### src/rtl/lmi_trace_pkg.sv
// lmi_trace_pkg: shared constants for the LMI trace capture block.
// Contents:
//   - record width and TR_DATA field positions
//   - record type codes
//   - make_rec(): packs the fields into one trace record
package lmi_trace_pkg;

    localparam int TR_W = 70;

    // TR_DATA field positions (LSB of each field).
    localparam int TR_TYPE_LSB = 68;
    localparam int TR_BE_LSB   = 64;
    localparam int TR_ADDR_LSB = 32;
    localparam int TR_DATA_LSB = 0;

    localparam logic [1:0] TR_TYPE_I   = 2'b00;
    localparam logic [1:0] TR_TYPE_DRD = 2'b01;
    localparam logic [1:0] TR_TYPE_DWR = 2'b10;
    localparam logic [1:0] TR_TYPE_OVF = 2'b11;

    function automatic logic [TR_W-1:0] make_rec(input logic [1:0]  rtype,
                                                 input logic [3:0]  be,
                                                 input logic [31:0] addr,
                                                 input logic [31:0] data);
        return {rtype, be, addr, data};
    endfunction

endpackage

### src/rtl/lmi_trace_fifo.sv
// lmi_trace_fifo: 2-write / 1-read record FIFO.
// Ports:
//   clk, rst              clock, asynchronous active-high reset (control only)
//   wr0_en / wr0_data     first write, lands at the write pointer
//   wr1_en / wr1_data     second write, lands at write pointer + 1 (only with wr0_en)
//   rd_en                 removes the head entry
//   count                 current occupancy, 0..DEPTH
//   head                  entry at the read pointer (stale when count = 0)
// The caller guarantees writes never exceed the free space seen at the
// start of the cycle, so no overflow protection is done here.
module lmi_trace_fifo
    import lmi_trace_pkg::*;
#(
    parameter int DEPTH = 8,
    parameter int WIDTH = TR_W
) (
    input  logic                     clk,
    input  logic                     rst,
    input  logic                     wr0_en,
    input  logic [WIDTH-1:0]         wr0_data,
    input  logic                     wr1_en,
    input  logic [WIDTH-1:0]         wr1_data,
    input  logic                     rd_en,
    output logic [$clog2(DEPTH):0]   count,
    output logic [WIDTH-1:0]         head
);

    localparam int AW = $clog2(DEPTH);
    localparam int CW = AW + 1;

    logic [WIDTH-1:0] mem [DEPTH];
    logic [AW-1:0]    wptr;
    logic [AW-1:0]    wptr_nxt1;
    logic [AW-1:0]    rptr;
    logic [1:0]       npush;

    assign wptr_nxt1 = wptr + AW'(1);
    assign npush     = {1'b0, wr0_en} + {1'b0, wr1_en};
    assign head      = mem[rptr];

    // Storage is deliberately left out of reset.
    always_ff @(posedge clk) begin
        if (wr0_en) mem[wptr]      <= wr0_data;
        if (wr1_en) mem[wptr_nxt1] <= wr1_data;
    end

    always_ff @(posedge clk or posedge rst) begin
        if (rst) begin
            wptr  <= '0;
            rptr  <= '0;
            count <= '0;
        end else begin
            wptr  <= wptr + AW'(npush);
            rptr  <= rptr + AW'(rd_en);
            count <= count + CW'(npush) - CW'(rd_en);
        end
    end

endmodule

### src/rtl/lmi_trace_capture.sv
// lmi_trace_capture: turns LMI watch samples into trace records, buffers them
// and drains them over a valid/ready handshake; inserts an overflow marker
// carrying the number of records dropped while the FIFO had no room.
// Ports:
//   CLK, RESET_D1_R              clock, asynchronous active-high reset
//   TC_ENABLE, TC_IEN, TC_DEN    capture enable and I/D side filters
//   LW_ISAMPLE_S, LW_IADDR_S_R   instruction fetch sample
//   LW_DSAMPLE_W, LW_DWRITE_W_R,
//   LW_DBYEN_W_R, LW_DADDR_W_R,
//   LW_DATA_W_R                  data access sample
//   TR_READY / TR_VALID / TR_DATA  trace record output handshake
//   TC_DROPS                     cumulative dropped records (saturating)
module lmi_trace_capture
    import lmi_trace_pkg::*;
#(
    parameter int DEPTH = 8
) (
    input  logic            CLK,
    input  logic            RESET_D1_R,
    input  logic            TC_ENABLE,
    input  logic            TC_IEN,
    input  logic            TC_DEN,
    input  logic            LW_ISAMPLE_S,
    input  logic [31:0]     LW_IADDR_S_R,
    input  logic            LW_DSAMPLE_W,
    input  logic            LW_DWRITE_W_R,
    input  logic [3:0]      LW_DBYEN_W_R,
    input  logic [31:0]     LW_DADDR_W_R,
    input  logic [31:0]     LW_DATA_W_R,
    input  logic            TR_READY,
    output logic            TR_VALID,
    output logic [TR_W-1:0] TR_DATA,
    output logic [15:0]     TC_DROPS
);

    localparam int CW = $clog2(DEPTH) + 1;

    function automatic logic [15:0] sat_add16(input logic [15:0] a, input logic [1:0] b);
        logic [16:0] sum;
        sum = {1'b0, a} + {15'd0, b};
        return sum[16] ? 16'hFFFF : sum[15:0];
    endfunction

    logic [CW-1:0]   count;
    logic [CW-1:0]   free;
    logic [1:0]      limit;
    logic [TR_W-1:0] head;

    logic            pend_flag;
    logic [15:0]     pend_cnt;
    logic [15:0]     drops;

    logic            cand_i, cand_d;
    logic [1:0]      pos_i, pos_d;
    logic            push_ovf, push_i, push_d;
    logic            drop_i, drop_d;
    logic [1:0]      ndrop;

    logic [TR_W-1:0] rec_ovf, rec_i, rec_d;
    logic            wr0_en, wr1_en;
    logic [TR_W-1:0] wr0_data, wr1_data;
    logic            pop;

    assign cand_i = TC_ENABLE & TC_IEN & LW_ISAMPLE_S;
    assign cand_d = TC_ENABLE & TC_DEN & LW_DSAMPLE_W;

    // Space is judged on start-of-cycle occupancy; a same-cycle pop frees nothing.
    assign free  = CW'(DEPTH) - count;
    assign limit = (free >= CW'(2)) ? 2'd2 : free[1:0];

    // Slot index of each candidate in priority order marker > I > D; a
    // candidate is pushed only if its index falls below the slot limit.
    assign pos_i    = {1'b0, pend_flag};
    assign pos_d    = {1'b0, pend_flag} + {1'b0, cand_i};
    assign push_ovf = pend_flag & (limit != 2'd0);
    assign push_i   = cand_i & (limit > pos_i);
    assign push_d   = cand_d & (limit > pos_d);

    assign drop_i = cand_i & ~push_i;
    assign drop_d = cand_d & ~push_d;
    assign ndrop  = {1'b0, drop_i} + {1'b0, drop_d};

    assign rec_ovf = make_rec(TR_TYPE_OVF, 4'h0, 32'h0, {16'h0, pend_cnt});
    assign rec_i   = make_rec(TR_TYPE_I, 4'h0, LW_IADDR_S_R, 32'h0);
    assign rec_d   = make_rec(LW_DWRITE_W_R ? TR_TYPE_DWR : TR_TYPE_DRD,
                              LW_DBYEN_W_R, LW_DADDR_W_R, LW_DATA_W_R);

    // Pack the pushed records onto consecutive write slots, keeping priority order.
    assign wr0_en   = push_ovf | push_i | push_d;
    assign wr1_en   = (push_ovf & (push_i | push_d)) | (push_i & push_d);
    assign wr0_data = push_ovf ? rec_ovf : (push_i ? rec_i : rec_d);
    assign wr1_data = (push_ovf & push_i) ? rec_i : rec_d;

    assign TR_VALID = (count != '0);
    assign pop      = TR_VALID & TR_READY;
    assign TR_DATA  = TR_VALID ? head : '0;
    assign TC_DROPS = drops;

    lmi_trace_fifo #(
        .DEPTH (DEPTH),
        .WIDTH (TR_W)
    ) u_fifo (
        .clk      (CLK),
        .rst      (RESET_D1_R),
        .wr0_en   (wr0_en),
        .wr0_data (wr0_data),
        .wr1_en   (wr1_en),
        .wr1_data (wr1_data),
        .rd_en    (pop),
        .count    (count),
        .head     (head)
    );

    // Pushing the marker restarts the pending count with this cycle's drops.
    always_ff @(posedge CLK or posedge RESET_D1_R) begin
        if (RESET_D1_R) begin
            pend_flag <= 1'b0;
            pend_cnt  <= '0;
            drops     <= '0;
        end else begin
            if (push_ovf) begin
                pend_flag <= (ndrop != 2'd0);
                pend_cnt  <= {14'd0, ndrop};
            end else begin
                pend_flag <= pend_flag | (ndrop != 2'd0);
                pend_cnt  <= sat_add16(pend_cnt, ndrop);
            end
            drops <= sat_add16(drops, ndrop);
        end
    end

endmodule

### config.mk
export PLATFORM = sky130hd
export DESIGN_NAME = lmi_trace_capture
export DESIGN_NICKNAME = d
export VERILOG_FILES = /design/src/rtl/lmi_trace_pkg.sv /design/src/rtl/lmi_trace_fifo.sv /design/src/rtl/lmi_trace_capture.sv
export SDC_FILE = /design/constraint.sdc
export NUM_CORES = 1
export LEC_CHECK = 0
export CAP_MARGIN = 20
export CORE_ASPECT_RATIO = 0.75
export CORE_MARGIN = 3
export CORE_UTILIZATION = 55
export DETAILED_ROUTE_END_ITERATION = 10
export PLACE_DENSITY = 0.79
export SYNTH_ARGS = -nofsm -noshare
export SYNTH_HDL_FRONTEND = slang
export SYNTH_HIERARCHICAL = 1
export SYNTH_SLANG_ARGS = --single-unit
### constraint.sdc
create_clock -name CLK -period 23.9 [get_ports CLK]
set_input_delay 3.585 -clock CLK [delete_from_list [all_inputs] [get_ports CLK]]
set_output_delay 3.585 -clock CLK [all_outputs]
set_load 0.02 [all_outputs]
==> Implementation_results.wiki <==
{| class="wikitable"
! Metric !! Value
|-
| CTS HTree Levels || 2
|-
| Post-Syn Area || 32,100 µm²
|-
| Share of async-settable or async-resettable flops after synthesis || 0.0713
|-
| Buffer type at the clock tree root || sky130_fd_sc_hd__clkbuf_16
|-
| GR Util All Layers || 0.264
|-
| Final Hold Viols || 0
|-
| Antenna Violating Nets Remaining || 0
|-
| CP endpoint || u_fifo/mem[2][11]
|-
| Syn nets || 2,176
|-
| Number of ports placed on the die boundary || 196
|-
| Commonest non-fill, non-tap cells in the layout || sky130_fd_sc_hd__mux2_2 (622), sky130_fd_sc_hd__edfxtp_1 (560), sky130_fd_sc_hd__clkdlybuf4s50_1 (195)
|-
| Proportion of layout cells with a drive suffix above 1 || 0.410
|-
| # rows || 75
|-
| Start point of the critical path || TC_ENABLE
|-
| Tightest slew margin relative to the limit || 0.279
|-
| Violation count after the first detailed-routing iteration || 2,002
|-
| Final slew viol count || 0
|-
| Post-cts gate resize count || 0
|-
| Transition time at the pin with the least slew margin || 1.08 ns
|-
| Per-instance average area after synthesis || 15.7 µm²
|-
| Arrival time of data at the critical path endpoint || 8.24 ns
|-
| Status || complete, no violations
|-
| # Post-CTS Setup Buffers || 0
|-
| Height of the chip || 215 µm
|-
| Setup Skew || 0.0164 ns
|-
| Hold buffers post-CTS || 0
|-
| Period utilisation layout || 0.330
|-
| P per Cell Area || 110 nW/µm²
|-
| Port-buffer cells || 195
|-
| Detailed-route DRC error count || 0
|-
| Final Wtd Congestion || 0.812
|-
| DRT Pass-1 Iters || 5
|-
| Ant. Diodes || 0
|-
| Antenna violations before repair || 3
|-
| CTS clock-pin slew for the worst setup and hold paths || 0.06 ns
|-
| Reg-to-reg critical path endpoint || u_fifo/mem[2][11]
|-
| Minimum clock period || 7.89 ns
|-
| Total half-perimeter wirelength after legalization and detailed placement || 45.0 mm
|-
| Post-synth EDFFs || 560
|-
| Global-route congestion overflow total || 0
|-
| Maximum VDD drop || 0.0714 mV
|-
| Crit Path Category || input port to flip-flop
|-
| Class of the most critical hold timing path || flip-flop to flip-flop
|-
| Post-layout nets || 2,339
|-
| Worst reg2reg startpoint || u_fifo/count[0]
|-
| Pin count of the biggest net entering global routing || 72
|-
| Via density || 6.34
|-
| Clock latency on the worst-skew pair || 0.63 ns
|-
| Via count of the first global-routing pass || 19,900
|-
| Reg-to-reg setup timing slack || 18.31 ns
|-
| Cell count after synthesis || 2,041
|-
| Unrepaired setup endpoints after global routing || no
|-
| Fmax || 0.127 GHz
|-
| Seq cells post-synth || 603
|-
| Leading register cell type out of synthesis || sky130_fd_sc_hd__edfxtp_1
|-
| Post-DP Area || 34,900 µm²
|-
| Required time of the critical path || 24.25 ns
|-
| P&R area growth vs syn || 15.1%
|-
| Detailed Route WL || 80.7 mm
|-
| Sequential cell area fraction in the yosys report || 0.558
|-
| Leakage power || 0.0125 µW
|-
| Die extent in x || 285 µm
|-
| Setup total negative slack || 0 ns
|-
| Core region area || 56,800 µm²
|-
| Number of cells on the worst reg-to-reg path || 13
|-
| Library cells used by synthesis || 49
|-
| Number of failing setup endpoints in the final timing report || 0
|-
| Die Outline Area || 61,300 µm²
|-
| Global-route wire length before repair || 124 mm
|-
| Number of buffers on the longest clock path || 3
|-
| Clk sink count || 603
|-
| CTS tree || done
|-
| Most common cell after layout, fill and taps aside || sky130_fd_sc_hd__mux2_2
|-
| Initial Utilization || 0.565
|-
| Filler Cell Count || 3,999
|-
| Max cap viols || 0
|-
| Category of the worst setup path capture point || flip-flop
|-
| Warning count from the yosys run || 6
|-
| Routed WL per cell || 26.7 µm
|-
| Final cell area excluding filler cells || 36,900 µm²
|-
| Startpoint class of the critical path || input port
|-
| Clock buffer count from CTS || 59
|-
| Maximum fanout along the worst path || 44
|-
| Detailed-route via count || 19,200
|}
-- report_power, final --
| group | leakage, µW | internal, µW | total [µW] | switching, µW |
|---|---|---|---|---|
| combinational | 0.00586 | 807 | 1610 | 806 |
| clock | 0.000994 | 573 | 977 | 404 |
| sequential | 0.00565 | 1360 | 1450 | 91.9 |
-- kinds of logic (layout without fill, tap and decap cells) --
| group | count (synthesis) | after routing | synth area share |
|---|---|---|---|
| compound gates | 92 | 92 | 0.0157 |
| xor+xnor | 24 | 24 | 0.00702 |
| fa+ha+maj | 27 | 27 | 0.0114 |
| buf+inv | 157 | 369 | 0.0217 |
| flops | 603 | 603 | 0.558 |
| mux | 807 | 807 | 0.332 |
| simple gates | 331 | 331 | 0.0538 |
-- worst min path at each step --
stage / startpoint / end / slack [ns] / depth (start not counted)
detailed placement: TC_DROPS[11] / TC_DROPS[11] / 0.52 / 1
global route: TC_DROPS[11] / TC_DROPS[11] / 0.55 / 1
floorplan: u_fifo/rptr[0] / u_fifo/rptr[0] / 0.46 / 1
CTS: TC_DROPS[11] / TC_DROPS[11] / 0.52 / 1
finish: TC_DROPS[11] / TC_DROPS[11] / 0.52 / 1
global placement: TC_DROPS[11] / TC_DROPS[11] / 0.51 / 1
-- cell usage after synthesis, types with 4 or more instances --
cell / n / share of area
sky130_fd_sc_hd__a21oi_1: 47 / 0.0073
sky130_fd_sc_hd__mux4_2: 140 / 0.098
sky130_fd_sc_hd__nand2_1: 124 / 0.015
sky130_fd_sc_hd__buf_1: 12 / 0.0014
sky130_fd_sc_hd__mux2_1: 42 / 0.015
sky130_fd_sc_hd__xor2_1: 9 / 0.0025
sky130_fd_sc_hd__o21ai_0: 26 / 0.0041
sky130_fd_sc_hd__nor2b_1: 114 / 0.022
sky130_fd_sc_hd__nand2b_1: 7 / 0.0014
sky130_fd_sc_hd__ha_1: 22 / 0.0086
sky130_fd_sc_hd__dfrtp_1: 43 / 0.034
sky130_fd_sc_hd__nor2_1: 20 / 0.0023
sky130_fd_sc_hd__nand4_1: 5 / 0.00098
sky130_fd_sc_hd__nand3_1: 14 / 0.0022
sky130_fd_sc_hd__and2_1: 20 / 0.0039
sky130_fd_sc_hd__inv_1: 23 / 0.0027
sky130_fd_sc_hd__clkbuf_1: 44 / 0.0052
sky130_fd_sc_hd__and3_1: 6 / 0.0012
sky130_fd_sc_hd__mux2_2: 622 / 0.22
sky130_fd_sc_hd__fa_1: 4 / 0.0025
sky130_fd_sc_hd__edfxtp_1: 560 / 0.52
sky130_fd_sc_hd__buf_2: 75 / 0.012
sky130_fd_sc_hd__xnor2_1: 13 / 0.0036
-- sequential cells by signal, summed over array words and instances (netlist names) --
name and cells:
u_fifo/wptr 3, pend_flag 1, u_fifo/count 4, pend_cnt 16
u_fifo/rptr 3, u_fifo/mem 560, TC_DROPS 16
-- layer usage --
| layer | share of wire | global-route usage | vias up |
|---|---|---|---|
| met5 | 0 | 0 | - |
| li1 | - | - | 8288 |
| met2 | 0.48 | 0.424 | 847 |
| met4 | 0.028 | 0.0812 | 0 |
| met3 | 0.076 | 0.0434 | 156 |
| met1 | 0.41 | 0.372 | 9862 |
-- per-stage QoR --
step	power (µW)	util	cells	setup WS (ns)	hold WS [ns]
global placement	3050	0.614	2913	15.50	0.514
detailed placement	3080	0.614	2913	15.39	0.516
floorplan	2520	-	2041	13.09	0.464
finish	4040	0.650	3023	16.01	0.518
CTS	4070	0.650	3023	16.03	0.523
global route	4220	0.650	3023	15.77	0.548
-- critical path, cell delays in order --
cell and delay, ns:
sky130_fd_sc_hd__clkdlybuf4s50_1 0.47, sky130_fd_sc_hd__nand3_1 0.22, sky130_fd_sc_hd__inv_1 0.23, sky130_fd_sc_hd__ha_1 0.18, sky130_fd_sc_hd__inv_1 0.04, sky130_fd_sc_hd__ha_1 0.27, sky130_fd_sc_hd__nor2b_1 0.13, sky130_fd_sc_hd__o21ai_0 0.13
sky130_fd_sc_hd__nor2_1 0.14, sky130_fd_sc_hd__maj3_1 0.28, sky130_fd_sc_hd__nand3_1 0.34, sky130_fd_sc_hd__nor2_4 0.92, sky130_fd_sc_hd__buf_4 0.84, sky130_fd_sc_hd__mux2_2 0.42
-- layout make-up --
| cell class | instances | area [µm²] | share of cell area |
|---|---|---|---|
| Clock buffer | 71 | 1560 | 0.0424 |
| Clock inverter | 39 | 447 | 0.0121 |
| Inverter | 23 | 86.3 | 0.00234 |
| Multi-Input combinational cell | 1281 | 13700 | 0.371 |
| Sequential cell | 603 | 17900 | 0.485 |
| Tap cell | 770 | 963 | 0.0261 |
| Timing Repair Buffer | 236 | 2260 | 0.0612 |
No activity file was read; power rests on OpenSTA's default activity.
==> variant 1, RTL diff (same settings) <==
Make the reset (`RESET_D1_R` and `rst`) synchronous in 2 clocked blocks. Comments in the files are not updated.
--- a/src/rtl/lmi_trace_fifo.sv
+++ b/src/rtl/lmi_trace_fifo.sv
@@ -45,5 +45,5 @@
     end
 
-    always_ff @(posedge clk or posedge rst) begin
+    always_ff @(posedge clk) begin
         if (rst) begin
             wptr  <= '0;
--- a/src/rtl/lmi_trace_capture.sv
+++ b/src/rtl/lmi_trace_capture.sv
@@ -113,5 +113,5 @@
 
     // Pushing the marker restarts the pending count with this cycle's drops.
-    always_ff @(posedge CLK or posedge RESET_D1_R) begin
+    always_ff @(posedge CLK) begin
         if (RESET_D1_R) begin
             pend_flag <= 1'b0;
Behaviour: differs if RESET_D1_R is asserted again (counterexample within 4 cycles, from zero or initial values and one cycle with RESET_D1_R high); with RESET_D1_R held inactive, the same outputs for 4 cycles.
==> variant 1 against the unedited design <==
  * Total power shrank 19%
  * Sequential cell count is the same
  * Routed wire length grew 0.38%
  * Fmax shrank 2.3%
  * Area after synthesis shrank 0.22%
  * Count of clock-buffer cells in the layout grew 10
  * Clock power shrank 11%
  * Worst hold slack gained 0.041 ns
  * Worst setup slack lost 0.18 ns
  * Largest power group is now registers
  * Die area shrank 0.21%
  * Design area shrank 0.99%
==> variant 1: results (changes against the unedited design) <==
metric;value;unit;change
run_status;complete, no violations;;unchanged
place_ws;15.38;ns;was 15.39 ns
synth_area_leaders;edfxtp_1, mux2_2, mux4_2;;unchanged
synthTopCellsByCount;mux2_2, edfxtp_1, mux4_2, nand2_1, nor2b_1;;unchanged
p_switching;0.980;mW;was 1.30 mW
postSynthCellCount;2065;;was 2041
holdWs;0.559;ns;was 0.518 ns
dpl-instance-area;34800;um2;was 34900 um2
detail_route.wl_per_cell;26.7;um;about the same
relSlewSlack;24.2;%;was 27.9%
hpwl;46700;um;was 45000 um
hold_path_end;TC_DROPS[12];;was TC_DROPS[11]
track_usage;26.4;%;about the same
cp_top_family;buffers and inverters;;was simple AND/OR/NAND/NOR gates
num-nets-final;2358;;was 2339
seq-power;1.33;mW;was 1.45 mW
synth_cell_type_count;52;;was 49
vias;19224;;was 19153
n_fill_cell;3987;;was 3999
crit_fanout;40;;was 44
power.leakage;11.9;nW;was 12.5 nW
hp-start;TC_DROPS[12];;was TC_DROPS[11]
syn_nets;2200;;was 2176
r2r-end;u_fifo/mem[6][22];;was u_fifo/mem[2][11]
seq_area_frac_synth;55.2;%;was 55.8%
numCtsBuffers;58;;was 59
holdPathStages;2;;was 1
pwr-share-comb;32.9;%;was 39.9%
skew;0.0166;ns;was 0.0164 ns
grt_pass1_vias;20233;;was 19908
slowest_delay;0.81;ns;was 0.92 ns
drive_above_1_share;40.0;%;was 41.0%
## variant 1: cell count changes after synthesis, moves of 17 or more
cell	before	now
and2_1	20	1
and3_1	6	27
dfrtp_1	43	0
dfxtp_1	0	43
nand3_1	14	31
o21ai_0	26	8
## variant 1: cells by family (layout without fill, tap and decap cells)
family                     Yosys count  count (layout)  share of synthesized area (%)
DFF                                603             603                           55.2
xor gates and xnor gates            27              27                          0.786
muxes                              804             804                           33.2
buffers and inverters              162             366                           2.29
AOI/OAI and AO/OA                   88              88                           1.53
and+or+nand+nor                    354             354                           5.80
adders and majority gates           27              27                           1.14
## variant 1: final cells by class
type | instances | area [um2] | area share [%]
sequential | 603 | 17700 | 48.4
clock inverter | 25 | 194 | 0.531
inverter | 24 | 90.1 | 0.247
timing repair buffer | 236 | 2280 | 6.24
clock buffer | 81 | 1550 | 4.24
multi-input combinational | 1300 | 13800 | 37.7
tap | 770 | 963 | 2.64
## variant 1: worst max path at each step
stage                        start                 to  slack, ns  cells past startpoint
floorplan                TC_ENABLE   u_fifo/mem[2][0]      13.16                     10
global placement         TC_ENABLE  u_fifo/mem[6][20]      15.49                     14
detailed placement       TC_ENABLE  u_fifo/mem[6][35]      15.38                      9
CTS                 u_fifo/rptr[1]        TR_DATA[67]      15.67                      6
global route        u_fifo/rptr[1]        TR_DATA[36]      15.46                      6
finish              u_fifo/rptr[1]        TR_DATA[67]      15.83                      6
## variant 1: layer usage
layer  GRT usage (%)  share of wire, %  vias up
li1                -                 -     8365
met4            8.82               3.1        0
met3            4.90               7.9      161
met2            43.0                48      822
met5               0                 0        -
met1            35.9                41     9876
## variant 1: tightest hold or removal path, cell delays in order, from the launching register on
cell and delay [ns]:
dfxtp_1 0.35, nor2_1 0.11, nor3_1 0.05
==> variant 2, RTL diff (config.mk and constraints unchanged) <==
Without the edit above. `DEPTH` is set to 8 in 2 places; all go to 4.
--- a/src/rtl/lmi_trace_fifo.sv
+++ b/src/rtl/lmi_trace_fifo.sv
@@ -12,5 +12,5 @@
     import lmi_trace_pkg::*;
 #(
-    parameter int DEPTH = 8,
+    parameter int DEPTH = 4,
     parameter int WIDTH = TR_W
 ) (
--- a/src/rtl/lmi_trace_capture.sv
+++ b/src/rtl/lmi_trace_capture.sv
@@ -14,5 +14,5 @@
     import lmi_trace_pkg::*;
 #(
-    parameter int DEPTH = 8
+    parameter int DEPTH = 4
 ) (
     input  logic            CLK,
Formal check against the unedited RTL: not equivalent (a bounded check fails within 4 cycles, from zero or initial values and one cycle with RESET_D1_R high).
==> variant 2 against the unedited design <==
  * Worst hold slack improved by 0.039 ns
  * Synthesized cell count fell by 40%
  * Design area shrank 43%
  * Routed wire length down 47%
  * Sequential cell count down 283
  * Largest power group unchanged
  * Worst setup slack worse by 0.22 ns
  * Area after synthesis down 45%
  * Highest routed layer unchanged
  * Total power down 39%
==> variant 2: results (changes against the unedited design) <==
metric;value;unit;change
cts.clk_slew.worst_paths;0.06;ns;about the same
clk_path_buf_depth;3;;unchanged
antenna_found_initial;1;;was 3
r2r-end;u_fifo/mem[2][19];;was u_fifo/mem[2][11]
grt_pass1_vias;11581;;was 19908
relSlewSlack;23.0;%;was 27.9%
num-nets-final;1524;;was 2339
cts-root-buf;clkbuf_16;;unchanged
post_cts_buffers;0;;unchanged
hp-class;reg2reg;;unchanged
ctsResizeCount;0;;unchanged
synth_edf_count;280;;was 560
drt-vias-per-instance;6.07;;was 6.34
drt-total-wl;42500;um;was 80700 um
synth_cell_type_count;49;;unchanged
yosys_warnings;6;;unchanged
worstRegToRegCells;13;;unchanged
hpwl;24600;um;was 45000 um
largest_register;u_fifo/mem;;unchanged
vias;11091;;was 19153
place_ws;15.23;ns;was 15.39 ns
numCtsBuffers;35;;was 59
synth_area_leaders;edfxtp_1, mux2_2, mux4_2;;unchanged
hold_path_end;TC_DROPS[8];;was TC_DROPS[11]
dpl-instance-area;19900;um2;was 34900 um2
drive_above_1_share;30.4;%;was 41.0%
grt_max_degree;73;;was 72
synthTopCellsByCount;edfxtp_1, mux2_2, nand2_1, nor2b_1, mux4_2;;was mux2_2, edfxtp_1, mux4_2, nand2_1, nor2b_1
syn_nets;1363;;was 2176
skew;0.00917;ns;was 0.0164 ns
seq_area_frac_synth;53.4;%;was 55.8%
max_freq;123;MHz;was 127 MHz
synth_top_cell_area_share;47.7;%;was 52.4%
run_status;complete, no violations;;unchanged
power.leakage;7.53;nW;was 12.5 nW
first_pass_iters;5;;unchanged
grt_pass1_wl;66700;um;was 124000 um
portBuffers;195;;unchanged
track_usage;25.1;%;was 26.4%
synth-async-reset-ratio;12.5;%;was 7.13%
routabilityCongestion;0.817;;was 0.812
crit_slowest_cell;o21a_2;;was nor2_4
holdWs;0.557;ns;was 0.518 ns
h-tree-depth;2;;unchanged
vdd_ir_drop_max;0.0000775;V;was 0.0000714 V
avgSynthCellArea;14.3;um2;was 15.7 um2
r2r_slack;17.54;ns;was 18.31 ns
hp-start;TC_DROPS[8];;was TC_DROPS[11]
numPlacedInstances;1763;;was 2913
largest_register_ffs;280;;was 560
reg2reg_from;u_fifo/count[0];;unchanged
crit_fanout;54;;was 44
holdPathStages;2;;was 1
drtIter0Drc;881;;was 2002
slowest_delay;0.82;ns;was 0.92 ns
insertion_delay;0.52;ns;was 0.63 ns
==> variant 2: changes by cell type after synthesis, sizes merged, moves of 19 or more <==
cell,change
and2,+19
buf,-34
edfxtp,-280
mux2,-350
mux4,-70
nand2,-33
nor2b,-41
==> variant 2: layout make-up <==
cell class                 count  area (um2)
fill                        2259       10300
clock buffer                  49        1000
multi-input combinational    806        7800
tap                          406         508
inverter                      20        75.1
sequential                   320        9420
clock inverter                14         140
antenna                        1        2.50
timing repair buffer         212        2100
==> variant 2: worst max-delay path by stage <==
stage,from,to,cells after the start
global placement,TC_ENABLE,u_fifo/mem[2][19],8
CTS,TC_ENABLE,u_fifo/mem[2][17],8
global route,TC_ENABLE,u_fifo/mem[2][17],8
detailed placement,TC_ENABLE,u_fifo/mem[2][30],8
finish,TC_ENABLE,u_fifo/mem[2][19],8
floorplan,LW_ISAMPLE_S,u_fifo/mem[0][0],11
==> variant 2: metal layers <==
layer  vias to the layer above  GRT usage, %  share of wire (%)  routed length (um)
met4                         0          5.98                1.8                 780
met2                       344          41.4                 49               20600
met5                         -             0                  0                   0
met1                      5680          35.4                 44               18500
li1                       5018             -                  -                   -
met3                        49          4.19                6.0                2570
==> variant 2: worst max-delay path, delay by kind of cell <==
kind,cells,cell delay (ns)
AO/OA/AOI/OAI,3,2.08
buffers and inverters,2,1.26
AND/OR/NAND/NOR,3,1.27
==> variant 2: cells by family after synthesis <==
logic type	Yosys count	share of synthesized area, %
compound gates	83	2.90
xor+xnor	25	1.24
fa+ha+maj	20	1.55
buf+inv	108	2.81
flops	320	53.4
mux	385	29.1
simple gates	293	9.04
==> variant 2: report_power, final <==
part / switching, mW / total [mW] / internal, mW
registers: 0.0685 / 0.863 / 0.794
clock network: 0.213 / 0.538 / 0.325
logic: 0.554 / 1.08 / 0.529
total: 0.836 / 2.48 / 1.65
